==> src/rtl/adder_share_pkg.sv <==
// Shared types for the round-robin adder-sharing arbiter.
package adder_share_pkg;

   typedef enum logic [1:0] {
      IDLE,
      OPERATE,
      RESPOND
   } arb_state_t;

endpackage

==> src/rtl/adder_share_arbiter_if.sv <==
// Requester/consumer bundle for adder_share_arbiter; master is the traffic side, slave the block.
interface adder_share_arbiter_if #(
   parameter int unsigned NUM_REQ   = 4,
   parameter int unsigned A_WIDTH   = 16,
   parameter int unsigned B_WIDTH   = 16,
   parameter int unsigned OUT_WIDTH = ((A_WIDTH > B_WIDTH) ? A_WIDTH : B_WIDTH) + 1,
   parameter int unsigned ID_WIDTH  = (NUM_REQ > 1) ? $clog2(NUM_REQ) : 1
);
   logic [NUM_REQ-1:0]         req_valid;
   logic [NUM_REQ-1:0]         req_ready;
   logic [NUM_REQ*A_WIDTH-1:0] req_a;
   logic [NUM_REQ*B_WIDTH-1:0] req_b;
   logic                       rsp_valid;
   logic                       rsp_ready;
   logic [OUT_WIDTH-1:0]       rsp_sum;
   logic [ID_WIDTH-1:0]        rsp_id;

   modport master (
      output req_valid, req_a, req_b, rsp_ready,
      input  req_ready, rsp_valid, rsp_sum, rsp_id
   );

   modport slave (
      input  req_valid, req_a, req_b, rsp_ready,
      output req_ready, rsp_valid, rsp_sum, rsp_id
   );
endinterface

==> src/rtl/adder_share_arbiter_adder.sv <==
// The single shared adder: sign-extends both operands, adds, applies an arithmetic right shift.
module adder_share_arbiter_adder #(
   parameter int unsigned A_WIDTH   = 16,
   parameter int unsigned B_WIDTH   = 16,
   parameter int unsigned OUT_SCALE = 0,
   parameter int unsigned OUT_WIDTH = ((A_WIDTH > B_WIDTH) ? A_WIDTH : B_WIDTH) + 1
) (
   input  logic signed [A_WIDTH-1:0]   a,
   input  logic signed [B_WIDTH-1:0]   b,
   output logic signed [OUT_WIDTH-1:0] sum
);
   localparam int unsigned MaxW = (A_WIDTH > B_WIDTH) ? A_WIDTH : B_WIDTH;
   // Internal width never loses the carry and is at least as wide as the result.
   localparam int unsigned SumW = (MaxW + 1 > OUT_WIDTH) ? MaxW + 1 : OUT_WIDTH;

   logic signed [SumW-1:0] a_ext;
   logic signed [SumW-1:0] b_ext;
   logic signed [SumW-1:0] full;
   logic signed [SumW-1:0] shifted;

   assign a_ext   = {{(SumW - A_WIDTH){a[A_WIDTH-1]}}, a};
   assign b_ext   = {{(SumW - B_WIDTH){b[B_WIDTH-1]}}, b};
   assign full    = a_ext + b_ext;
   assign shifted = full >>> OUT_SCALE;
   assign sum     = shifted[OUT_WIDTH-1:0];
endmodule

==> src/rtl/adder_share_arbiter.sv <==
// Round-robin arbiter time-sharing one registered adder between NUM_REQ requesters.
module adder_share_arbiter
   import adder_share_pkg::*;
#(
   parameter int unsigned NUM_REQ   = 4,
   parameter int unsigned A_WIDTH   = 16,
   parameter int unsigned B_WIDTH   = 16,
   parameter int unsigned OUT_SCALE = 0,
   parameter int unsigned OUT_WIDTH = ((A_WIDTH > B_WIDTH) ? A_WIDTH : B_WIDTH) + 1,
   parameter int unsigned ID_WIDTH  = (NUM_REQ > 1) ? $clog2(NUM_REQ) : 1
) (
   input logic                 clk,
   input logic                 arst_n_in,
   adder_share_arbiter_if.slave bus
);
   arb_state_t                  state_q, state_d;
   logic [ID_WIDTH-1:0]         last_grant_q;
   logic [ID_WIDTH-1:0]         grant;
   logic                        grant_found;
   logic                        accept;
   logic [ID_WIDTH-1:0]         op_id_q;
   logic signed [A_WIDTH-1:0]   op_a_q;
   logic signed [B_WIDTH-1:0]   op_b_q;
   logic signed [OUT_WIDTH-1:0] sum;
   logic signed [OUT_WIDTH-1:0] res_q;
   int unsigned                 idx;

   // Cyclic search starting just after the previous winner.
   always_comb begin
      grant_found = 1'b0;
      grant       = '0;
      idx         = 0;
      for (int unsigned off = 1; off <= NUM_REQ; off++) begin
         idx = (int'(last_grant_q) + off) % NUM_REQ;
         if (!grant_found && bus.req_valid[idx]) begin
            grant_found = 1'b1;
            grant       = ID_WIDTH'(idx);
         end
      end
   end

   assign accept = (state_q == IDLE) && grant_found;

   always_comb begin
      bus.req_ready = '0;
      if (accept) begin
         bus.req_ready[grant] = 1'b1;
      end
   end

   always_comb begin
      state_d = state_q;
      unique case (state_q)
         IDLE:    if (accept) state_d = OPERATE;
         OPERATE: state_d = RESPOND;
         RESPOND: if (bus.rsp_ready) state_d = IDLE;
         default: state_d = IDLE;
      endcase
   end

   always_ff @(posedge clk or negedge arst_n_in) begin
      if (!arst_n_in) begin
         state_q      <= IDLE;
         last_grant_q <= ID_WIDTH'(NUM_REQ - 1);
         op_id_q      <= '0;
         op_a_q       <= '0;
         op_b_q       <= '0;
         res_q        <= '0;
      end else begin
         state_q <= state_d;
         if (accept) begin
            last_grant_q <= grant;
            op_id_q      <= grant;
            op_a_q       <= bus.req_a[int'(grant) * A_WIDTH +: A_WIDTH];
            op_b_q       <= bus.req_b[int'(grant) * B_WIDTH +: B_WIDTH];
         end
         if (state_q == OPERATE) begin
            res_q <= sum;
         end
      end
   end

   // Adder sees only the operand registers, so it has a full cycle to settle.
   adder_share_arbiter_adder #(
      .A_WIDTH  (A_WIDTH),
      .B_WIDTH  (B_WIDTH),
      .OUT_SCALE(OUT_SCALE),
      .OUT_WIDTH(OUT_WIDTH)
   ) u_adder (
      .a  (op_a_q),
      .b  (op_b_q),
      .sum(sum)
   );

   assign bus.rsp_valid = (state_q == RESPOND);
   assign bus.rsp_sum   = res_q;
   assign bus.rsp_id    = op_id_q;
endmodule

==> src/flat_wrapper.sv <==
// flat-port wrapper written by rule: the top's interface ports become plain ports
module adder_share_arbiter_flat import adder_share_pkg::*;
#(
   parameter int unsigned NUM_REQ   = 4,
   parameter int unsigned A_WIDTH   = 16,
   parameter int unsigned B_WIDTH   = 16,
   parameter int unsigned OUT_SCALE = 0,
   parameter int unsigned OUT_WIDTH = ((A_WIDTH > B_WIDTH) ? A_WIDTH : B_WIDTH) + 1,
   parameter int unsigned ID_WIDTH  = (NUM_REQ > 1) ? $clog2(NUM_REQ) : 1
)
  (clk, arst_n_in, bus_req_valid, bus_req_a, bus_req_b, bus_rsp_ready, bus_req_ready, bus_rsp_valid, bus_rsp_sum, bus_rsp_id);
  adder_share_arbiter_if #(.NUM_REQ(NUM_REQ), .A_WIDTH(A_WIDTH), .B_WIDTH(B_WIDTH), .OUT_WIDTH(OUT_WIDTH), .ID_WIDTH(ID_WIDTH)) bus_i ();
  input logic clk;
  input logic arst_n_in;
  input wire logic [$bits(bus_i.req_valid)-1:0] bus_req_valid;
  input wire logic [$bits(bus_i.req_a)-1:0] bus_req_a;
  input wire logic [$bits(bus_i.req_b)-1:0] bus_req_b;
  input wire logic [$bits(bus_i.rsp_ready)-1:0] bus_rsp_ready;
  output wire logic [$bits(bus_i.req_ready)-1:0] bus_req_ready;
  output wire logic [$bits(bus_i.rsp_valid)-1:0] bus_rsp_valid;
  output wire logic [$bits(bus_i.rsp_sum)-1:0] bus_rsp_sum;
  output wire logic [$bits(bus_i.rsp_id)-1:0] bus_rsp_id;
  assign bus_i.req_valid = bus_req_valid;
  assign bus_i.req_a = bus_req_a;
  assign bus_i.req_b = bus_req_b;
  assign bus_i.rsp_ready = bus_rsp_ready;
  assign bus_req_ready = bus_i.req_ready;
  assign bus_rsp_valid = bus_i.rsp_valid;
  assign bus_rsp_sum = bus_i.rsp_sum;
  assign bus_rsp_id = bus_i.rsp_id;
  adder_share_arbiter #(.NUM_REQ(NUM_REQ), .A_WIDTH(A_WIDTH), .B_WIDTH(B_WIDTH), .OUT_SCALE(OUT_SCALE), .OUT_WIDTH(OUT_WIDTH), .ID_WIDTH(ID_WIDTH)) u_core (.clk(clk), .arst_n_in(arst_n_in), .bus(bus_i));
endmodule
==> config.mk <==
export PLATFORM = sky130hd
export DESIGN_NAME = adder_share_arbiter_flat
export DESIGN_NICKNAME = d
export VERILOG_FILES = /design/src/rtl/adder_share_pkg.sv /design/src/rtl/adder_share_arbiter_if.sv /design/src/rtl/adder_share_arbiter_adder.sv /design/src/rtl/adder_share_arbiter.sv /design/src/flat_wrapper.sv
export SDC_FILE = /design/constraint.sdc
export NUM_CORES = 1
export LEC_CHECK = 0
export ABC_CLOCK_PERIOD_IN_PS = 2700
export CAP_MARGIN = 20
export CORE_MARGIN = 3
export CORE_UTILIZATION = 40
export CTS_BUF_LIST = sky130_fd_sc_hd__clkbuf_8
export CTS_CLUSTER_DIAMETER = 50
export DETAILED_ROUTE_END_ITERATION = 12
export HOLD_SLACK_MARGIN = 0.06
export PLACE_DENSITY = 0.79
export SYNTH_ARGS = -nofsm -noshare
export SYNTH_HDL_FRONTEND = slang
export SYNTH_SLANG_ARGS = --single-unit
==> constraint.sdc <==
create_clock -name clk -period 2.7 [get_ports clk]
set_input_delay 0.81 -clock clk [delete_from_list [all_inputs] [get_ports clk]]
set_output_delay 0.81 -clock clk [all_outputs]
set_load 0.1 [all_outputs]
* Word-level counts from Yosys, hierarchy flattened *
Cells that the tools add are included.

word-level totals
  flip-flop bits (word level) = 55
  bits of input ports = 135
  output and inout port bits = 24
  logic and storage cells = 55

operators by class
  $add $sub $neg = 5
  order comparisons = 6
  equal/unequal tests = 4
  shift-type cells = 2
  multiplexer cells = 22
  reductions and logical operators = 10

operators with widths
  cell                                                                      number
  64-bit by 7-bit indexed part select with 16-bit output                    2
  16-bit by 16-bit adder with 17-bit output                                 1
  2-bit by 3-bit < comparator with 1-bit output (second input constant)     5
  2-bit 2-to-1 mux                                                          6
  1-bit 2-to-1 mux                                                          9
  1-bit binary-select mux with 2-bit select                                 4
  2-bit case mux with 3 select lines                                        1
  1-bit logical AND                                                         5
  2-bit by 1-bit adder with 2-bit output (second input constant)            2
  2-bit adder (second input constant)                                       2
  4-bit 2-to-1 mux                                                          1
  1-bit logical NOT                                                         3
  1-bit demux with 2-bit select                                             1
  2-bit by 1-bit equality test with 1-bit output (second input constant)    1
  2-bit equality test (second input constant)                               1
  2-bit by 1-bit >= comparator with 1-bit output (second input constant)    1
  2-bit logical NOT                                                         1
  2-bit by 1-bit inequality test with 1-bit output (second input constant)  1
  2-bit inequality test (second input constant)                             1
  2-bit AND reduction                                                       1

* Depth between registers and ports, before layout *
Gate-level depths: netlist of run 1.

  depth after elaboration = 18
  mapped depth = 8
  mapped depth without buffers = 8

* Modules after synthesis *
A second synthesis of run 1 with hierarchy kept.

unflattened totals
  cells, all modules = 430
  area, all modules = 4,204.0 µm²

modules (own cells, without submodules)
  module                     times used  cells each  area an instance (µm²)  seq. area each (µm²)
  adder_share_arbiter        1           335         3,425.8                 1,378.8
  adder_share_arbiter_adder  1           95          778.2                   0.0

* Least setup slack after synthesis of run 1 *
Ideal clock, no wire load.

  path kind = input -> output
  start = in bus_req_valid[0]
  end = out bus_req_ready[3]
  arrival time = 3.595 ns
  required time = 1.890 ns
  path slack = -1.705 ns
  stages = 5
  path buffers = 2
  cell sequence = nor4_1 > or3_1 > buf_2 > clkbuf_1 > nor3_1

between the ends
  longest elaborated chain between the ends = 17
  elaborated cells between the ends (all ways) = 29
  those cells by class = order compare (2); mux (19); reduce/logical (8)

ends and longest elaborated chain
  item                                                                                                                                          RTL line                   RTL
  start, declared                                                                                                                               flat_wrapper.sv:15         input wire logic [$bits(bus_i.req_valid)-1:0] bus_req_valid;
  1-bit binary-select mux with 2-bit select                                                                                                     adder_share_arbiter.sv:35  if (!grant_found && bus.req_valid[idx]) begin
  1-bit 2-to-1 mux (not written as such)                                                                                                        adder_share_arbiter.sv:35
  1-bit 2-to-1 mux                                                                                                                              adder_share_arbiter.sv:35
  1-bit logical NOT                                                                                                                             adder_share_arbiter.sv:35
  1-bit logical AND                                                                                                                             adder_share_arbiter.sv:35
  1-bit 2-to-1 mux                                                                                                                              adder_share_arbiter.sv:35
  1-bit logical NOT                                                                                                                             adder_share_arbiter.sv:35
  1-bit logical AND                                                                                                                             adder_share_arbiter.sv:35
  1-bit 2-to-1 mux                                                                                                                              adder_share_arbiter.sv:35
  1-bit logical NOT                                                                                                                             adder_share_arbiter.sv:35
  1-bit logical AND                                                                                                                             adder_share_arbiter.sv:35
  2-bit 2-to-1 mux                                                                                                                              adder_share_arbiter.sv:35
  2-bit by 3-bit < comparator with 1-bit output (not written as such) / 2-bit by 1-bit >= comparator with 1-bit output (equally long branches)  adder_share_arbiter.sv:47  bus.req_ready[grant] = 1'b1;
  1-bit logical AND (not written as such)                                                                                                       adder_share_arbiter.sv:47
  1-bit 2-to-1 mux (not written as such)                                                                                                        adder_share_arbiter.sv:47
  1-bit demux with 2-bit select                                                                                                                 n/a
  4-bit 2-to-1 mux (*)                                                                                                                          adder_share_arbiter.sv:46  if (accept) begin
  end, declared                                                                                                                                 flat_wrapper.sv:19         output wire logic [$bits(bus_i.req_ready)-1:0] bus_req_ready;

Mark *: on every way between the ends. The rest lies on a longest branch, timed or not. The select of a mux whose other input is x is not followed.

* Final worst setup path of run 1 *
  start = in bus_req_valid[1]
  end = out bus_req_ready[2]

The elaborated chain is that of the path after synthesis.

==> results.md, run 1 <==
- Status: finished, violations left
- Failing checks: negative setup slack
- Switching portion of total power: between 50% and 60%
- Vias in the first global route: 3469
- TritonCTS clock tree: done
- Worst Path Arrival: between 1.5 and 2 ns
- Met1 wire length: 4.53 mm
- Avg Inst Size Synth: ~10 um^2
- Row count: 34
- Mapped Nets: between 500 and 600
- Routability-driven placement congestion ratio: between 0.8 and 0.9
- # clock sinks: 55
- Fin Setup TNS: -0.0632 ns
- Flop pwr share: between 20% and 30%
- EDFF count, synth: 0
- Gr ovfl total: 0
- Max Slew Vio Count: 0
- Initial Util: roughly two fifths
- Primary FF master, synth: dfrtp_1
- Register area: ~1400 um^2
- Max Used Layer: met4
- Slack of the critical path: -0.0297 ns
- Num CTS Buffers: 5
- Top cells by area, synth: dfrtp_1, mux2i_1, a22oi_1, mux2_4, mux2_2
- Peak VDD IR: just over 0.9 mV
- Antenna violations before repair: 0
- Root Buffer: clkbuf_8
- Die Width: about 100 um
- Power density of the placed cells: between 1000 and 1500 nW/um^2
- Core Region: roughly 8800 um^2
- Crit share post-route: 101%
- Die Footprint: roughly 10000 um^2
- Antenna Violating Nets Remaining: 0
- Post-synthesis register bit count: 55
- Pint: ~3300 uW
- Clock-pin slew on the worst setup and hold paths: 0.09 ns
- Area grow syn2layout: 51.7%
- Antenna cell count: 0
- Worst skew pair latency: between 0.3 and 0.4 ns
- # DRC: 0
- Data required, critical path: 1.89 ns
- Synth cell count leaders: dfrtp_1, mux2i_1, o21ai_0, a22oi_1, nand2_1
- Setup Crit Path Kind: input pin to output pin
- WL/cell: around 16 um
- Layout Cell Area excl Fill: approximately 5600 um^2
- Cell Area, Placed: between 5000 and 6000 um^2
- Pre-Repair DR Iteration Count: 4
- Routed WL: between 10 and 15 mm
- # setup viols final: 3
- Fraction of registers with async set/reset: between 90% and 100%
- Vias: approximately 3400
- Cell count after synthesis: about 370
- Synth Cell Area: roughly 3700 um^2
- First-pass GRT wire length: ~17 mm
- Clock buffer depth: 2
- Yosys warning count: 0
- Starting DRC count in detailed routing: 75
- Critical Path Fanout Max: 5
- Met2 WL: between 5 and 6 mm
- Largest area contributor in the netlist: dfrtp_1
- RSZ-0062 raised after global routing: true
- Critical path launch point type: input pin
- Top cell type's share of synthesized area: 35.9%
- Htree depth: 2
- WL met3: 641 um
- Sequential-to-total area share from yosys stat: a little under two fifths
- DR vias/cell: around 5.3
- Filler instances: around 740
- All-Layer GR Usage: roughly a fifth
- Crit. End Element: output pin
- Max Fclk: roughly 0.37 GHz
- Clk pwr share: roughly 6.2%
- Number of port buffers: between 150 and 200
- Sw Pwr: approximately 3600 uW
- Leakage: approximately 0.0025 uW
- # IOs: approximately 160
- Worst hold path class: flop to flop
- Area taken by multi-input logic gates: between 2000 and 2500 um^2
- Layout cell share with drive strength beyond 1: between 10% and 20%
- Slew margin rel.: between 50% and 60%
- Most common cell in the synthesized netlist: dfrtp_1
- Final Hold Fails: 0
- Slew @ Worst Pin: ~0.66 ns
- Nets: 681
- Max-cap violation count: 0
- Largest net degree at the start of global routing: 46
- Setup Skew: 0.0108 ns
- Comb power frac: a little under three quarters
- Die Height: slightly above 100 um
- Fin crit period: about 2.7 ns
- Yosys cell types: 49
- DP HPWL: 8.55 mm
==> cell usage in the layout (no fill, tap or decap), drive strengths merged, types with 15 or more instances in the layout <==
cell type      Yosys  layout
buf               12      47
a22oi             33      33
mux2i             33      33
nor2              16      16
mux2              32      32
o21ai             48      48
clkdlybuf4s50      0     129
nand2             27      27
ha                16      16
dfrtp             53      53
a21oi             15      15
==> registers in the layout (all words and copies together) (netlist names) <==
signal and count:
u_core.bus.rsp_id 2, u_core.state_q 2, u_core.op_a_q 16, u_core.bus.rsp_sum 17
u_core.op_b_q 16, u_core.last_grant_q 2
==> kinds of logic after synthesis <==
group	synth area share, %
AO/OA/AOI/OAI	21.5
XOR/XNOR	1.90
adder cells (fa/ha/maj)	5.96
buffers and inverters	4.00
flip-flops	37.3
multiplexers	20.1
AND/OR/NAND/NOR	9.15
==> power by group through the flow <==
stage	logic [uW]	registers (uW)	clock network (uW)
2_1_floorplan	2760	2470	0
3_3_place_gp	4740	1570	0
3_5_place_dp	4850	1590	0
6_report	4930	1580	434
5_1_grt	5350	1630	475
4_1_cts	4920	1580	449
==> stage by stage <==
step,utilization (%),setup WS (ns),power [uW],hold WS (ns),instances
after global placement,61.7,-0.495,6310,0.464,627
after CTS,63.2,-0.0366,6950,0.496,637
final,63.3,-0.0297,6940,0.488,638
after global routing,63.3,-0.0669,7460,0.515,638
after floorplan,-,-0.361,5230,0.489,367
after detailed placement,61.7,-0.566,6440,0.473,627
==> metal layers <==
layer  global-route usage (%)  vias up
met1                     26.3     1590
li1                         -     1693
met5                        0        -
met2                     35.1      114
met4                     4.24        0
met3                     4.03       11
==> critical path: stages <==
cell,delay [ns]
buf_8,0.10
o21ai_2,0.12
o21ai_1,0.09
a211o_2,0.36
buf_4,0.16
nor2_4,0.10
buf_12,0.18
==> timing repair <==
item / 4_1_cts / 5_1_grt
hold endpoints to repair: 0 / 0
hold buffers: 0 / 0
setup endpoints to repair: 25 / 4
resized for setup: 33 / 1
pin swaps: 4 / 2
buffers inserted: 2 / 1
==> path summary, 6_finish.rpt <==
kind	endpoint	cells past startpoint	startpoint	slack (ns)
worst max-delay path	bus_req_ready[2]	7	bus_req_valid[1]	-0.03
worst min-delay path	u_core.bus.rsp_sum[2]	2	u_core.bus.rsp_sum[2]	0.49
worst max register to register	u_core.op_a_q[10]	9	u_core.last_grant_q[1]	0.25
worst min register to register	u_core.bus.rsp_sum[2]	2	u_core.bus.rsp_sum[2]	0.49
max in group asynchronous	u_core.last_grant_q[0]	2	arst_n_in	1.51
min in group asynchronous	u_core.bus.rsp_sum[15]	1	arst_n_in	0.52
==> cell type report <==
type,instances,share of cell area [%]
sequential,55,24.6
clock inverter,3,0.223
tap,108,2.41
inverter,5,0.380
multi-input combinational,286,40.0
timing repair buffer,176,31.2
clock buffer,5,1.23
Power figures use the tool's default switching activity.
==> run 2, diff against run 1 <==
--- a/config.mk
+++ b/config.mk
@@ -5,7 +5,7 @@
 export SDC_FILE = /design/constraint.sdc
 export NUM_CORES = 1
 export LEC_CHECK = 0
-export ABC_CLOCK_PERIOD_IN_PS = 2700
+export ABC_CLOCK_PERIOD_IN_PS = 3200
 export CAP_MARGIN = 20
 export CORE_MARGIN = 3
 export CORE_UTILIZATION = 40
@@ -13,7 +13,8 @@
 export CTS_CLUSTER_DIAMETER = 50
 export DETAILED_ROUTE_END_ITERATION = 12
 export HOLD_SLACK_MARGIN = 0.06
-export PLACE_DENSITY = 0.79
+export PLACE_DENSITY = 0.76
+export SKIP_LAST_GASP = 1
 export SYNTH_ARGS = -nofsm -noshare
 export SYNTH_HDL_FRONTEND = slang
 export SYNTH_SLANG_ARGS = --single-unit
==> constraint.sdc (replaced) <==
create_clock -name clk -period 3.2 [get_ports clk]
set_input_delay 0.96 -clock clk [delete_from_list [all_inputs] [get_ports clk]]
set_output_delay 0.96 -clock clk [all_outputs]
set_load 0.1 [all_outputs]
==> results.md, run 2 (synthesis gave the netlist of run 1 again) <==
- Peak VDD IR: ~0.53 mV
- Crit path depth: 6
- R2R depth: 9
- Dpl cells: roughly 630
- Routability-driven placement congestion ratio: 0.933
- Fin crit period: between 3 and 4 ns
- # clock sinks: 55
- DR vias/cell: between 5 and 6
- Crit. End Element: output pin
- Worst skew pair latency: approximately 0.31 ns
- Crit share post-route: a little over nine tenths
- Critical path's top delay family: buffers and inverters
- Die Width: 102 um
- Vias: 3361
- First-pass GRT wire length: approximately 17 mm
- WL/cell: ~16 um
- Worst r2r src: u_core.last_grant_q[1]
- Critical path launch point type: input pin
- Worst Path Arrival: approximately 2.2 ns
- CP peak stage delay: between 0.3 and 0.4 ns
- TritonCTS clock tree: done
- Nets: about 680
- Leakage: around 0.0025 uW
- Die Height: 102 um
- Fin Setup TNS: 0 ns
- Cell Area, Placed: around 5400 um^2
- Max-cap violation count: 0
- Buf+Inv Stages, Crit Path: 3
- Largest net degree at the start of global routing: 44
- DP HPWL: approximately 8.6 mm
- Layout Cell Area excl Fill: about 5600 um^2
- Area taken by multi-input logic gates: approximately 2200 um^2
- RSZ-0062 raised after global routing: true
- Setup Crit Path Kind: input pin to output pin
- Slew @ Worst Pin: 0.456 ns
- Num CTS Buffers: 5
- # IOs: ~160
- Filler instances: between 700 and 800
- Data required, critical path: 2.24 ns
- Power density of the placed cells: 1050 nW/um^2
- CP startpoint: bus_req_valid[2]
- Row count: 34
- Max Slew Vio Count: 0
- Gr ovfl total: 0
- Register area: about 1400 um^2
- Slew margin rel.: between 60% and 70%
- Htree depth: 2
- Cell Count, Final, Fillers Out: roughly 640
- Die Footprint: 10400 um^2
- Initial Util: a little over two fifths
- Layout cell share with drive strength beyond 1: between 10% and 20%
- Critical-path top delay cell: a211o_2
- Number of hold buffers added after cts: 0
- Area grow syn2layout: 51.0%
- Commonest non-fill, non-tap cell in the layout: clkdlybuf4s50_1
- Total power: between 5000 and 6000 uW
- Antenna cell count: 0
- Antenna Violating Nets Remaining: 0
- Root Buffer: clkbuf_8
- Core Region: about 8800 um^2
- Worst path cell trace: dlygate4sd2_1 > buf_6 > a21oi_1 > a211o_2 > nor3_4 > buf_12
- Critical Path Fanout Max: 5
- Setup Skew: about 0.0064 ns
- Clock buffer depth: 2
- Max Fclk: approximately 0.32 GHz
- Number of port buffers: roughly 160
- Antenna violations before repair: 0
- # DRC: 0
- Min-delay src: u_core.bus.rsp_sum[9]
- Max reg flops: 17
- Most frequent cells in the layout: clkdlybuf4s50_1, dfrtp_1, mux2i_1
- Pre-Repair DR Iteration Count: 4
- Routed WL: roughly 10 mm
- Starting DRC count in detailed routing: around 110
- Clock-pin slew on the worst setup and hold paths: around 0.10 ns
- Hold path cells: 2
- Final Hold Fails: 0
- Layout Utilization: approximately 63%
- All-Layer GR Usage: around a fifth
- # setup viols final: 0
- Status: completed
- Worst hold path class: flop to flop
- Vias in the first global route: around 3400
==> run 2: final timing paths <==
| path | end | slack [ns] |
|---|---|---|
| max in group asynchronous | u_core.op_a_q[9] | 1.95 |
| min in group asynchronous | u_core.bus.rsp_id[0] | 0.59 |
| min reg2reg | u_core.bus.rsp_sum[9] | 0.49 |
| max reg2reg | u_core.op_a_q[8] | 0.76 |
| max | bus_req_ready[3] | 0.06 |
| min | u_core.bus.rsp_sum[9] | 0.49 |
==> run 2: where the power goes <==
group | switching, uW | internal, uW | total (uW)
Sequential | 266 | 1060 | 1330
Clock | 224 | 254 | 478
Combinational | 2520 | 1540 | 4060
Total | 3010 | 2860 | 5870
==> run 2: tightest hold or removal path, delay by kind of cell (launching register included) <==
family	cells	cell delay, ns
compound gates	1	0.06
flops	1	0.35
simple gates	1	0.05
==> run 2: through the flow <==
stage / hold slack (ns) / setup WS, ns
final: 0.487 / 0.0593
after global routing: 0.527 / -0.0165
after CTS: 0.493 / 0.00498
after detailed placement: 0.469 / -0.414
after global placement: 0.464 / -0.292
after floorplan: 0.489 / -0.169
==> run 2: what timing repair did <==
item                       CTS  global route
setup buffers                0             0
pin swaps                    3             3
gates resized for setup     17             4
setup endpoints to repair    4             4
==> run 2: metal layers <==
layer | global-route usage, % | routed length, um
met1 | 26.6 | 4440
met2 | 34.9 | 5180
met3 | 3.48 | 640
met4 | 4.54 | 138
met5 | 0 | 0
==> run 2: layout make-up <==
| cell class | instances | share of cell area [%] |
|---|---|---|
| clock buffers | 6 | 1.48 |
| repair buffers | 174 | 30.5 |
| clock inverters | 2 | 0.628 |
| multi-input cells | 286 | 39.9 |
| well taps | 108 | 2.42 |
| inverters | 5 | 0.337 |
| flip-flops and latches | 55 | 24.7 |
==> run 3, diff against run 2 <==
--- a/config.mk
+++ b/config.mk
@@ -5,7 +5,7 @@
 export SDC_FILE = /design/constraint.sdc
 export NUM_CORES = 1
 export LEC_CHECK = 0
-export ABC_CLOCK_PERIOD_IN_PS = 3200
+export ABC_CLOCK_PERIOD_IN_PS = 2700
 export CAP_MARGIN = 20
 export CORE_MARGIN = 3
 export CORE_UTILIZATION = 40
@@ -13,7 +13,7 @@
 export CTS_CLUSTER_DIAMETER = 50
 export DETAILED_ROUTE_END_ITERATION = 12
 export HOLD_SLACK_MARGIN = 0.06
-export PLACE_DENSITY = 0.76
+export PLACE_DENSITY = 0.79
 export SKIP_LAST_GASP = 1
 export SYNTH_ARGS = -nofsm -noshare
 export SYNTH_HDL_FRONTEND = slang
==> constraint.sdc (replaced) <==
create_clock -name clk -period 2.7 [get_ports clk]
set_input_delay 0.81 -clock clk [delete_from_list [all_inputs] [get_ports clk]]
set_output_delay 0.81 -clock clk [all_outputs]
set_load 0.1 [all_outputs]
==> results of run 3 <==
Final layout, timing and power as in run 1 (identical DEF).
